`config.mk`:
```
export PLATFORM = sky130hd
export DESIGN_NAME = pc_unit
export DESIGN_NICKNAME = d
export VERILOG_FILES = /design/src/rtl/pc_unit.sv
export SDC_FILE = /design/constraint.sdc
export NUM_CORES = 1
export LEC_CHECK = 0
export CORE_ASPECT_RATIO = 1.2
export CORE_MARGIN = 1
export CORE_UTILIZATION = 47
export DETAILED_ROUTE_END_ITERATION = 6
export PLACE_DENSITY = 0.87
export SLEW_MARGIN = 20
export SYNTH_ARGS = -nofsm -noshare
export SYNTH_HDL_FRONTEND = slang
export SYNTH_SLANG_ARGS = --single-unit
export TNS_END_PERCENT = 5
```
`constraint.sdc`:
```
create_clock -name clock -period 2.4 [get_ports clock]
set_clock_uncertainty 0.05 [all_clocks]
set_input_delay 0.48 -clock clock [delete_from_list [all_inputs] [get_ports clock]]
set_output_delay 0.48 -clock clock [all_outputs]
set_load 0.01 [all_outputs]
```
`src/rtl/pc_unit.sv`:
```
// pc_unit: program-counter register for the datapath.
//
// Holds the current instruction address and drives it onto the bus. Each rising
// edge applies at most one command, highest priority first:
//   stall > enable > call > ret > incPC > branch
// With PC_RAS_EN defined, call/ret use a circular return-address stack
// (RAS_DEPTH entries, saturating count, sticky overflow/underflow flag).
// With PC_RAS_EN undefined, call acts as enable, ret acts as incPC, and
// ras_count/ras_err are tied to zero.
//
// Ports:
//   clock      in   rising-edge clock
//   clear_n    in   asynchronous active-low reset
//   stall      in   hold all state
//   enable     in   PC <- BusMuxOut
//   call       in   push PC+STEP, PC <- BusMuxOut
//   ret        in   PC <- top of stack, pop (empty stack: PC+STEP, flag error)
//   incPC      in   PC <- PC+STEP
//   branch     in   PC <- PC+BusMuxOut (two's-complement offset)
//   BusMuxOut  in   target address / branch offset
//   BusMuxIn   out  current PC (registered)
//   ras_count  out  valid stack entries
//   ras_err    out  sticky overflow/underflow flag
module pc_unit #(
    parameter int unsigned       WIDTH     = 32,
    parameter logic [WIDTH-1:0]  RESET_VAL = '0,
    parameter logic [WIDTH-1:0]  STEP      = WIDTH'(1),
    parameter int unsigned       RAS_DEPTH = 4,
    localparam int unsigned      CW        = $clog2(RAS_DEPTH + 1)
) (
    input  logic             clock,
    input  logic             clear_n,
    input  logic             stall,
    input  logic             enable,
    input  logic             call,
    input  logic             ret,
    input  logic             incPC,
    input  logic             branch,
    input  logic [WIDTH-1:0] BusMuxOut,
    output logic [WIDTH-1:0] BusMuxIn,
    output logic [CW-1:0]    ras_count,
    output logic             ras_err
);

    logic [WIDTH-1:0] pc_q, pc_d;

`ifdef PC_RAS_EN
    localparam int unsigned   PW   = (RAS_DEPTH > 1) ? $clog2(RAS_DEPTH) : 1;
    localparam logic [CW-1:0] FULL = CW'(RAS_DEPTH);

    // wr_q is the slot the next push writes; the top entry sits one below it.
    // When the stack is full, wr_q lands on the oldest entry, so a push there
    // overwrites it naturally.
    logic [WIDTH-1:0] stk_q [RAS_DEPTH];
    logic [PW-1:0]    wr_q, wr_d;
    logic [CW-1:0]    cnt_q, cnt_d;
    logic             err_q, err_d;
    logic             push;

    function automatic logic [PW-1:0] ptr_inc(input logic [PW-1:0] p);
        return (p == PW'(RAS_DEPTH - 1)) ? '0 : p + PW'(1);
    endfunction

    function automatic logic [PW-1:0] ptr_dec(input logic [PW-1:0] p);
        return (p == '0) ? PW'(RAS_DEPTH - 1) : p - PW'(1);
    endfunction

    always_comb begin
        pc_d  = pc_q;
        wr_d  = wr_q;
        cnt_d = cnt_q;
        err_d = err_q;
        push  = 1'b0;
        if (!stall) begin
            if (enable) begin
                pc_d = BusMuxOut;
            end else if (call) begin
                push = 1'b1;
                wr_d = ptr_inc(wr_q);
                pc_d = BusMuxOut;
                if (cnt_q == FULL) begin
                    err_d = 1'b1;
                end else begin
                    cnt_d = cnt_q + CW'(1);
                end
            end else if (ret) begin
                if (cnt_q != '0) begin
                    wr_d  = ptr_dec(wr_q);
                    pc_d  = stk_q[ptr_dec(wr_q)];
                    cnt_d = cnt_q - CW'(1);
                end else begin
                    // Underflow falls back to a plain increment.
                    pc_d  = pc_q + STEP;
                    err_d = 1'b1;
                end
            end else if (incPC) begin
                pc_d = pc_q + STEP;
            end else if (branch) begin
                pc_d = pc_q + BusMuxOut;
            end
        end
    end

    always_ff @(posedge clock or negedge clear_n) begin
        if (!clear_n) begin
            pc_q  <= RESET_VAL;
            wr_q  <= '0;
            cnt_q <= '0;
            err_q <= 1'b0;
        end else begin
            pc_q  <= pc_d;
            wr_q  <= wr_d;
            cnt_q <= cnt_d;
            err_q <= err_d;
        end
    end

    // Stack contents are never reset; ras_count alone marks validity.
    always_ff @(posedge clock) begin
        if (clear_n && push) begin
            stk_q[wr_q] <= pc_q + STEP;
        end
    end

    assign ras_count = cnt_q;
    assign ras_err   = err_q;
`else
    always_comb begin
        pc_d = pc_q;
        if (!stall) begin
            if (enable || call) begin
                pc_d = BusMuxOut;
            end else if (ret || incPC) begin
                pc_d = pc_q + STEP;
            end else if (branch) begin
                pc_d = pc_q + BusMuxOut;
            end
        end
    end

    always_ff @(posedge clock or negedge clear_n) begin
        if (!clear_n) begin
            pc_q <= RESET_VAL;
        end else begin
            pc_q <= pc_d;
        end
    end

    assign ras_count = '0;
    assign ras_err   = 1'b0;
`endif

    assign BusMuxIn = pc_q;

endmodule

```
# Word-level counts from Yosys, hierarchy flattened
# Index checks and enable logic that the tools add are counted.
[classes] mux=3 bitwise=1 reduce_logical=4 n_addsub=2
[ops] operator="2-to-1 mux 32 bit" n=3
[ops] operator="adder 32 x 1 -> 32 bit (second input constant)" n=1
[ops] operator="adder 32 bit" n=1
[ops] operator="nonzero test 3 bit" n=1
[ops] operator="logical OR 1 bit" n=2
[ops] operator="AND reduction 2 bit" n=1
[ops] operator="inverter 1 bit" n=1
[totals] word_cells=11 inputBits=40 register_bits=32 output_inout_bits=36

# Longest topological paths before layout
# Gate-level depths: netlist (run 1).
[logic_depth] depth_word=4 mapped_depth=13 depth_no_buf=11

# Worst setup path before layout (run 1)
# Ideal clock, no wire load.
[synth_path] kind="in2reg" start="in incPC" end="reg pc_q[31], in the netlist BusMuxIn[31]" path_stages=12 t_required_ns=2.282 setup_time_ns=0.068 n_path_buf=1 t_arrival_ns=3.078 path_slack_ns=-0.797 cell_sequence="nor2_2 -> clkbuf_1 -> and2_1 -> ha_1 -> a211o_1 -> a2111o_1 -> nand2_2 -> o221ai_2 -> o31ai_4 -> o21ai_2 -> o311a_1 -> nand3_1"
[synth_via] elab_chain_len=3 word_cells_on_any_way=5 cone_classes="2 x mux; 3 x reduce/logical"
[synth_lines] item="start, declared" line_no="37" source="input logic incPC,"
[synth_lines] item="logical OR 1 bit *" line_no="133" source="end else if (ret || incPC) begin"
[synth_lines] item="nonzero test 3 bit (no source line) / 2-to-1 mux 32 bit (equally long branches)"
[synth_lines] item="AND reduction 2 bit (no source line) / 2-to-1 mux 32 bit (equally long branches)"
[synth_lines] item="end signal, assigned" line_no="145" source="pc_q <= pc_d;"
[synth_lines] item="end, declared" line_no="45" source="logic [WIDTH-1:0] pc_q, pc_d;"
# Mark *: on every way between the ends. The rest lies on a longest branch, timed or not.
# A chain may end at the register's enable or synchronous reset.

# Worst setup path in the final report (run 1)
[layout_path] start="in BusMuxOut[3]" end="reg pc_q[31], in the netlist BusMuxIn[31]"
[layout_via] elab_chain_len=4
[layout_lines] item="start, declared" line_no="39" source="input logic [WIDTH-1:0] BusMuxOut,"
[layout_lines] item="adder 32 bit" line_no="136" source="pc_d = pc_q + BusMuxOut;"
[layout_lines] item="2-to-1 mux 32 bit" line_no="135" source="end else if (branch) begin"
[layout_lines] item="2-to-1 mux 32 bit" line_no="133"
[layout_lines] item="2-to-1 mux 32 bit" line_no="131" source="if (enable || call) begin"
# No other way between the ends. The select of a mux whose other input is x is not followed.

==> results of run 1 <==
==> how the worst max path moves through the flow <==
stage               cells after the start          from           end
floorplan                              12           ret  BusMuxIn[31]
finish                                 11  BusMuxOut[3]  BusMuxIn[31]
detailed placement                     12         incPC  BusMuxIn[28]
CTS                                    11  BusMuxOut[0]  BusMuxIn[31]
global route                           13           ret  BusMuxIn[31]
global placement                       12         incPC  BusMuxIn[24]
==> layout make-up <==
type | count | area [um2] | share of cell area
Multi-Input combinational cell | 403 | 2830 | 0.513
Sequential cell | 32 | 801 | 0.145
Tap cell | 90 | 113 | 0.0204
Clock inverter | 2 | 35.0 | 0.00635
Timing Repair Buffer | 189 | 1630 | 0.296
Clock buffer | 6 | 72.6 | 0.0132
Inverter | 8 | 30.0 | 0.00545
==> metrics by stage <==
step,hold WS [ns],area [um2],setup TNS (ns),power [mW]
global route,0.411,5510,-9.70,2.95
global placement,0.448,5110,-26.42,2.07
CTS,0.387,5370,-6.88,2.71
detailed placement,0.467,5110,-27.98,2.11
floorplan,0.134,3590,-8.29,1.42
finish,0.392,5510,-7.30,2.78
==> tightest hold or removal path, delay by kind of cell <==
family                 cells  cell delay [ns]
and+or+nand+nor            1             0.05
AOI/OAI and AO/OA          1             0.07
buffers and inverters      1             0.09
==> repair_timing <==
item / CTS / global route
pin swaps: 19 / 19
hold buffers: 0 / 0
setup endpoints to repair: 27 / 25
buffers inserted: 7 / 1
gates resized for setup: 37 / 30
==> cell families after synthesis <==
family          count (synthesis)
mux                             2
other cells                     1
simple gates                  180
xor+xnor                       25
compound gates                160
fa+ha+maj                      32
flops                          32
buf+inv                        34
==> cells in the final DEF, fill, tap and decap left out, types with 8 or more instances in the layout <==
cell             instances
buf_4                  114
clkdlybuf4s50_1         65
a21oi_1                 57
nand2_1                 50
nor2_1                  42
dfrtp_1                 32
and2_1                  26
o21ai_0                 26
ha_1                    21
a21o_1                  16
xnor2_1                 16
nand4_1                 11
a31oi_1                  9
ha_4                     9
inv_1                    8
nand3_1                  8
a21oi_2                  8
xor2_1                   8
==> where the power goes <==
| part | switching, mW | internal (mW) | total [mW] |
|---|---|---|---|
| sequential | 0.0853 | 0.616 | 0.701 |
| combinational | 0.719 | 0.813 | 1.53 |
| clock | 0.240 | 0.309 | 0.549 |
==> per-layer routing <==
layer / vias to the layer above / global-route usage
met5: - / 0
met4: 0 / 0.152
met3: 26 / 0.0481
met2: 189 / 0.527
met1: 2007 / 0.415
li1: 2023 / -
==> flow_metrics.env, run 1 <==
export IMPL_timing_fmax_mhz=346
export IMPL_setup_violations=25
export IMPL_synth_simple_area_share=0.252
export IMPL_pin_count=76
export IMPL_clk_pin_slew_ns=0.08
export IMPL_synth_edff_count=0
export IMPL_leakage_nw=2.55
export IMPL_htreeDepth=2
export IMPL_root_buffer="clkbuf_8"
export IMPL_drt_initial_drc_count=271
export IMPL_fin_nets=711
export IMPL_cp_buffers_inverters=1
export IMPL_grt_max_degree=33
export IMPL_final_cell_count_no_fill=730
export IMPL_ys_seq_area_frac=0.228
export IMPL_drt_pass1_iterations=5
export IMPL_vias_per_cell=5.82
export IMPL_rsz0062_at_grt="yes"
export IMPL_slowest_stage="clkdlybuf4s50_1"
export IMPL_yosysUniqueCellTypes=63
export IMPL_r2r_end="BusMuxIn[31]"
export IMPL_hold_end="BusMuxIn[0]"
export IMPL_max_vdd_ir_drop_uv=315
export IMPL_violations="negative setup slack"
export IMPL_post_dp_hpwl_um=8870
export IMPL_dr_wl_met3_um=659
export IMPL_start_util=0.486
export IMPL_path_class="in -> reg"
export IMPL_arrival_ns=3.07
export IMPL_synth_common_cells="64 x a21oi_1, 50 x nand2_1, 44 x nor2_1"
export IMPL_cp_start_kind="primary input"
export IMPL_dieArea_mm2=0.00783
export IMPL_synth_compound_area_frac=0.288
export IMPL_max_slew_margin=0.676
export IMPL_path_max_fanout=3
export IMPL_worst_pin_slew_ns=0.479
export IMPL_postRouteAntennaNets=0
export IMPL_port_buffers=71
export IMPL_r2r_slack_ns=-0.37
export IMPL_yosysTopAreaCell="dfrtp_1"
export IMPL_critPathRequiredTime_ns=2.58
export IMPL_ys_top_cells_by_area="dfrtp_1 23%, ha_1 11%, a21oi_1 9.1%"
export IMPL_drt_total_wl_um=12300
export IMPL_clock_sinks=32
export IMPL_grt_ovfl_total=0
export IMPL_synth_async_reset_ratio=1.00
export IMPL_die_w_um=80.9
export IMPL_rows=34
export IMPL_synthMuxAreaShare=0.00570
export IMPL_crit_family="compound AO/OA/AOI/OAI gates"
export IMPL_syn_to_final_growth_pct=56.9
export IMPL_via_count=4245
export IMPL_gp_congestion=1.02
export IMPL_die_h_um=96.7
export IMPL_synth_seq_cells=32
export IMPL_period_share=1.20
export IMPL_r2r_start="BusMuxIn[1]"
export IMPL_netlist_area_leader_share=0.228
export IMPL_grtUsageTotal=0.325
export IMPL_setup_ws_ns=-0.489
export IMPL_netlist_instances=466
export IMPL_maxUsedRoutingLayer="met4"
export IMPL_worst_setup_path_end_kind="register"
export IMPL_holdPathStages=3
export IMPL_wl_met2_um=6240
export IMPL_grt_pass1_vias=4391
export IMPL_drive_gt1_frac=0.294
export IMPL_antenna_found_initial=0
export IMPL_core_mm2=0.00723
export IMPL_outcome="complete, but fails checks"
export IMPL_hold_start="BusMuxOut[0]"
export IMPL_netlist_area_mm2=0.00351
export IMPL_largest_reg_flops=32
export IMPL_synthAdderAreaFrac=0.116
export IMPL_drc_errors=0
export IMPL_final_util=0.762
export IMPL_hold_viol=0
export IMPL_synth_most_common_cell="a21oi_1"
export IMPL_powerDensity_mw_per_mm2=505
export IMPL_avgRoutedWirePerCell_um=16.8
export IMPL_clkLatencyLatePin_ns=0.29
export IMPL_drv_slew=0
export IMPL_syn_avg_cell_area_um2=7.54
export IMPL_r2r_cells=9
export IMPL_hp_class="in -> reg"
export IMPL_drt_met1_wl_um=5120
export IMPL_cts_buffer_depth=2
export IMPL_cts_tree="done"
export IMPL_synth_xor_area_frac=0.0623
export IMPL_synth_warnings=0
export IMPL_cts_made_buffers=5
export IMPL_dp_cells=714
export IMPL_synth_top_family_by_area="compound AO/OA/AOI/OAI gates"
export IMPL_worstPathCellList="clkdlybuf4s50_1 > and2_4 > ha_4 > o211a_1 > a2111o_1 > nand2_2 > o221ai_4 > o31ai_4 > o21ai_2 > o311a_1 > nand3_1"
export IMPL_diodes=0
export IMPL_period_needed_ns=2.89
export IMPL_dp_slack_ns=-1.26
export IMPL_nFillCells=517
export IMPL_synthFlopType="dfrtp_1"
export IMPL_cap_violations=0
export IMPL_critical_path_max_stage_delay_ns=0.48
export IMPL_grt_pass1_wl_um=20300
No activity file was read; power rests on OpenSTA's default activity.
==> run 2, diff against run 1 <==
--- a/config.mk
+++ b/config.mk
@@ -9,6 +9,7 @@
 export CORE_MARGIN = 1
 export CORE_UTILIZATION = 47
 export DETAILED_ROUTE_END_ITERATION = 6
+export GPL_ROUTABILITY_DRIVEN = 0
 export PLACE_DENSITY = 0.87
 export SLEW_MARGIN = 20
 export SYNTH_ARGS = -nofsm -noshare
==> run 2 against run 1 <==
  * Setup slack got worse by 0.062 ns
  * Routed wire length up 12%
  * Sequential power barely moved
  * Clock-buffer cell count increased by 2
  * Non-clock buffer count fell by 13
  * Via count grew 7.7%
  * Critical path depth grew 1
  * Cell area is 2.9% lower
  * The run ends with design-rule violations, negative setup slack left
  * Sequential share of layout area up 0.43 points
  * Highest routed layer unchanged
  * Clock power down 16%
  * Register-to-register slack lost 0.03 ns
  * Combinational power hardly changed
  * Critical endpoint is now BusMuxIn[23]
==> flow_metrics.env, run 2 (same netlist as run 1, synthesis figures left out) <==
export IMPL_layout_commonest_cell="buf_4"
export IMPL_power_frac_clock=0.170
export IMPL_crit_family="compound AO/OA/AOI/OAI gates"
export IMPL_cts_tree="done"
export IMPL_rsz0062_at_grt="yes"
export IMPL_p_sw_mw=1.09
export IMPL_vias_per_cell=6.38
export IMPL_post_dp_hpwl_um=9120
export IMPL_hold_end="BusMuxIn[0]"
export IMPL_grt_pass1_wl_um=20500
export IMPL_start_util=0.486
export IMPL_final_util=0.740
export IMPL_r2r_cells=10
export IMPL_diodes=0
export IMPL_port_buffers=71
export IMPL_cp_start_kind="primary input"
export IMPL_max_vdd_ir_drop_uv=277
export IMPL_htreeDepth=2
export IMPL_postRouteAntennaNets=0
export IMPL_cts_buffer_depth=2
export IMPL_cts_made_buffers=5
export IMPL_hp_class="in -> reg"
export IMPL_pin_count=76
export IMPL_drive_gt1_frac=0.270
export IMPL_grt_pass1_vias=4509
export IMPL_dieArea_mm2=0.00783
export IMPL_grt_ovfl_total=0
export IMPL_drt_initial_drc_count=507
export IMPL_r2r_start="BusMuxIn[1]"
export IMPL_drv_slew=0
export IMPL_die_w_um=80.9
export IMPL_via_count=4571
export IMPL_grt_max_degree=33
export IMPL_arrival_ns=3.13
export IMPL_core_mm2=0.00723
export IMPL_syn_to_final_growth_pct=52.3
export IMPL_grt_met2_usage=0.549
export IMPL_power_frac_seq=0.257
export IMPL_largest_reg_flops=32
export IMPL_final_cell_mix="102 x buf_4, 65 x clkdlybuf4s50_1, 57 x a21oi_1, 50 x nand2_1, 42 x nor2_1"
export IMPL_p_int_mw=1.64
export IMPL_worstPathCellList="buf_6 > or3_4 > ha_4 > a211o_1 > a2111o_1 > nand2_2 > o221ai_4 > o31ai_4 > buf_4 > xnor2_2 > nand2_1 > a31oi_1"
export IMPL_hold_start="BusMuxOut[0]"
export IMPL_clk_pin_slew_ns=0.07
export IMPL_final_cell_count_no_fill=717
export IMPL_die_h_um=96.7
export IMPL_holdPathStages=3
export IMPL_period_needed_ns=2.95
export IMPL_leakage_nw=2.48
export IMPL_setup_violations=26
export IMPL_antenna_found_initial=0
export IMPL_period_share=1.23
export IMPL_r2r_end="BusMuxIn[23]"
export IMPL_crit_start="BusMuxOut[0]"
export IMPL_root_buffer="clkbuf_8"
export IMPL_critPathRequiredTime_ns=2.58
export IMPL_cap_violations=0
export IMPL_rows=34
export IMPL_slowest_stage="a2111o_1"
export IMPL_powerDensity_mw_per_mm2=510
export IMPL_violations="design-rule violations, negative setup slack"
export IMPL_r2r_slack_ns=-0.40
export IMPL_dp_cells=704
export IMPL_power_frac_comb=0.573
export IMPL_outcome="complete, but fails checks"
export IMPL_grtUsageTotal=0.332
export IMPL_critical_path_max_stage_delay_ns=0.51
export IMPL_clock_sinks=32
export IMPL_grt_use_met1=0.391
export IMPL_power_mw=2.73
export IMPL_busiest_layer="met2"
export IMPL_path_max_fanout=4
export IMPL_cp_buffers_inverters=2
export IMPL_drt_total_wl_um=13700
export IMPL_path_class="in -> reg"
export IMPL_setup_ws_ns=-0.551
export IMPL_timing_fmax_mhz=339
export IMPL_clkLatencyLatePin_ns=0.30
export IMPL_hold_slack_ns=0.392
export IMPL_met3_usage=0.0538
export IMPL_drc_errors=1
export IMPL_avgRoutedWirePerCell_um=19.1
export IMPL_drt_pass1_iterations=7
export IMPL_worst_setup_path_end_kind="register"
export IMPL_dp_slack_ns=-1.26
export IMPL_fin_nets=698
export IMPL_switching_share=0.398
export IMPL_hold_viol=0
[run 2: cell types whose count changed in the layout (fill, tap and decap cells not counted), moves of 3 or more]
cell and change:
ha_1 +4, buf_4 -12, o21ai_0 -6, ha_4 -3, o21ai_1 +6
[run 2: power by group through the flow]
| stage | clock network (mW) | registers [mW] | logic [mW] |
|---|---|---|---|
| after global placement | 0 | 0.694 | 1.34 |
| after detailed placement | 0 | 0.701 | 1.40 |
| after floorplan | 0 | 0.728 | 0.688 |
| after CTS | 0.455 | 0.695 | 1.46 |
| final | 0.463 | 0.701 | 1.56 |
| after global routing | 0.493 | 0.707 | 1.67 |
[run 2: cell type report]
type | instances | area [um2]
clock buffer | 8 | 90.1
fill | 460 | 1880
inverter | 8 | 30.0
multi-input combinational | 403 | 2790
sequential | 32 | 801
tap | 90 | 113
timing repair buffer | 176 | 1530
[run 2: how the worst max path moves through the flow]
| stage | end | cells after the start |
|---|---|---|
| after CTS | BusMuxIn[23] | 12 |
| after floorplan | BusMuxIn[31] | 12 |
| after global routing | BusMuxIn[23] | 13 |
| after global placement | BusMuxIn[27] | 12 |
| after detailed placement | BusMuxIn[28] | 12 |
| final | BusMuxIn[23] | 12 |
[run 2: per-stage QoR]
step	area, um2	setup TNS, ns
after floorplan	3590	-8.29
after global placement	5030	-26.35
after detailed placement	5030	-29.25
after CTS	5260	-7.49
after global routing	5350	-10.68
final	5350	-8.44
[run 2: metal layers]
metal  vias to the layer above  wire, um
li1                       1998         -
met5                         -         0
met1                      2130      5030
met2                       341      6680
met3                       102      1180
met4                         0       812
[run 2: worst min-delay path, stage by stage]
cell     delay, ns
buf_6         0.09
nand2_1       0.05
a31oi_1       0.08
[run 2: repair_timing]
action	4_1_cts	5_1_grt
hold buffers	0	0
setup buffers	4	1
pin swaps	16	14
endpoints found under the setup margin	28	25
gates resized for setup	39	26
==> run 3, diff against run 2 <==
--- a/config.mk
+++ b/config.mk
@@ -5,6 +5,7 @@
 export SDC_FILE = /design/constraint.sdc
 export NUM_CORES = 1
 export LEC_CHECK = 0
+export CAP_MARGIN = 20
 export CORE_ASPECT_RATIO = 1.2
 export CORE_MARGIN = 1
 export CORE_UTILIZATION = 47
==> results of run 3 <==
Final layout, timing and power as in run 2 (identical DEF).
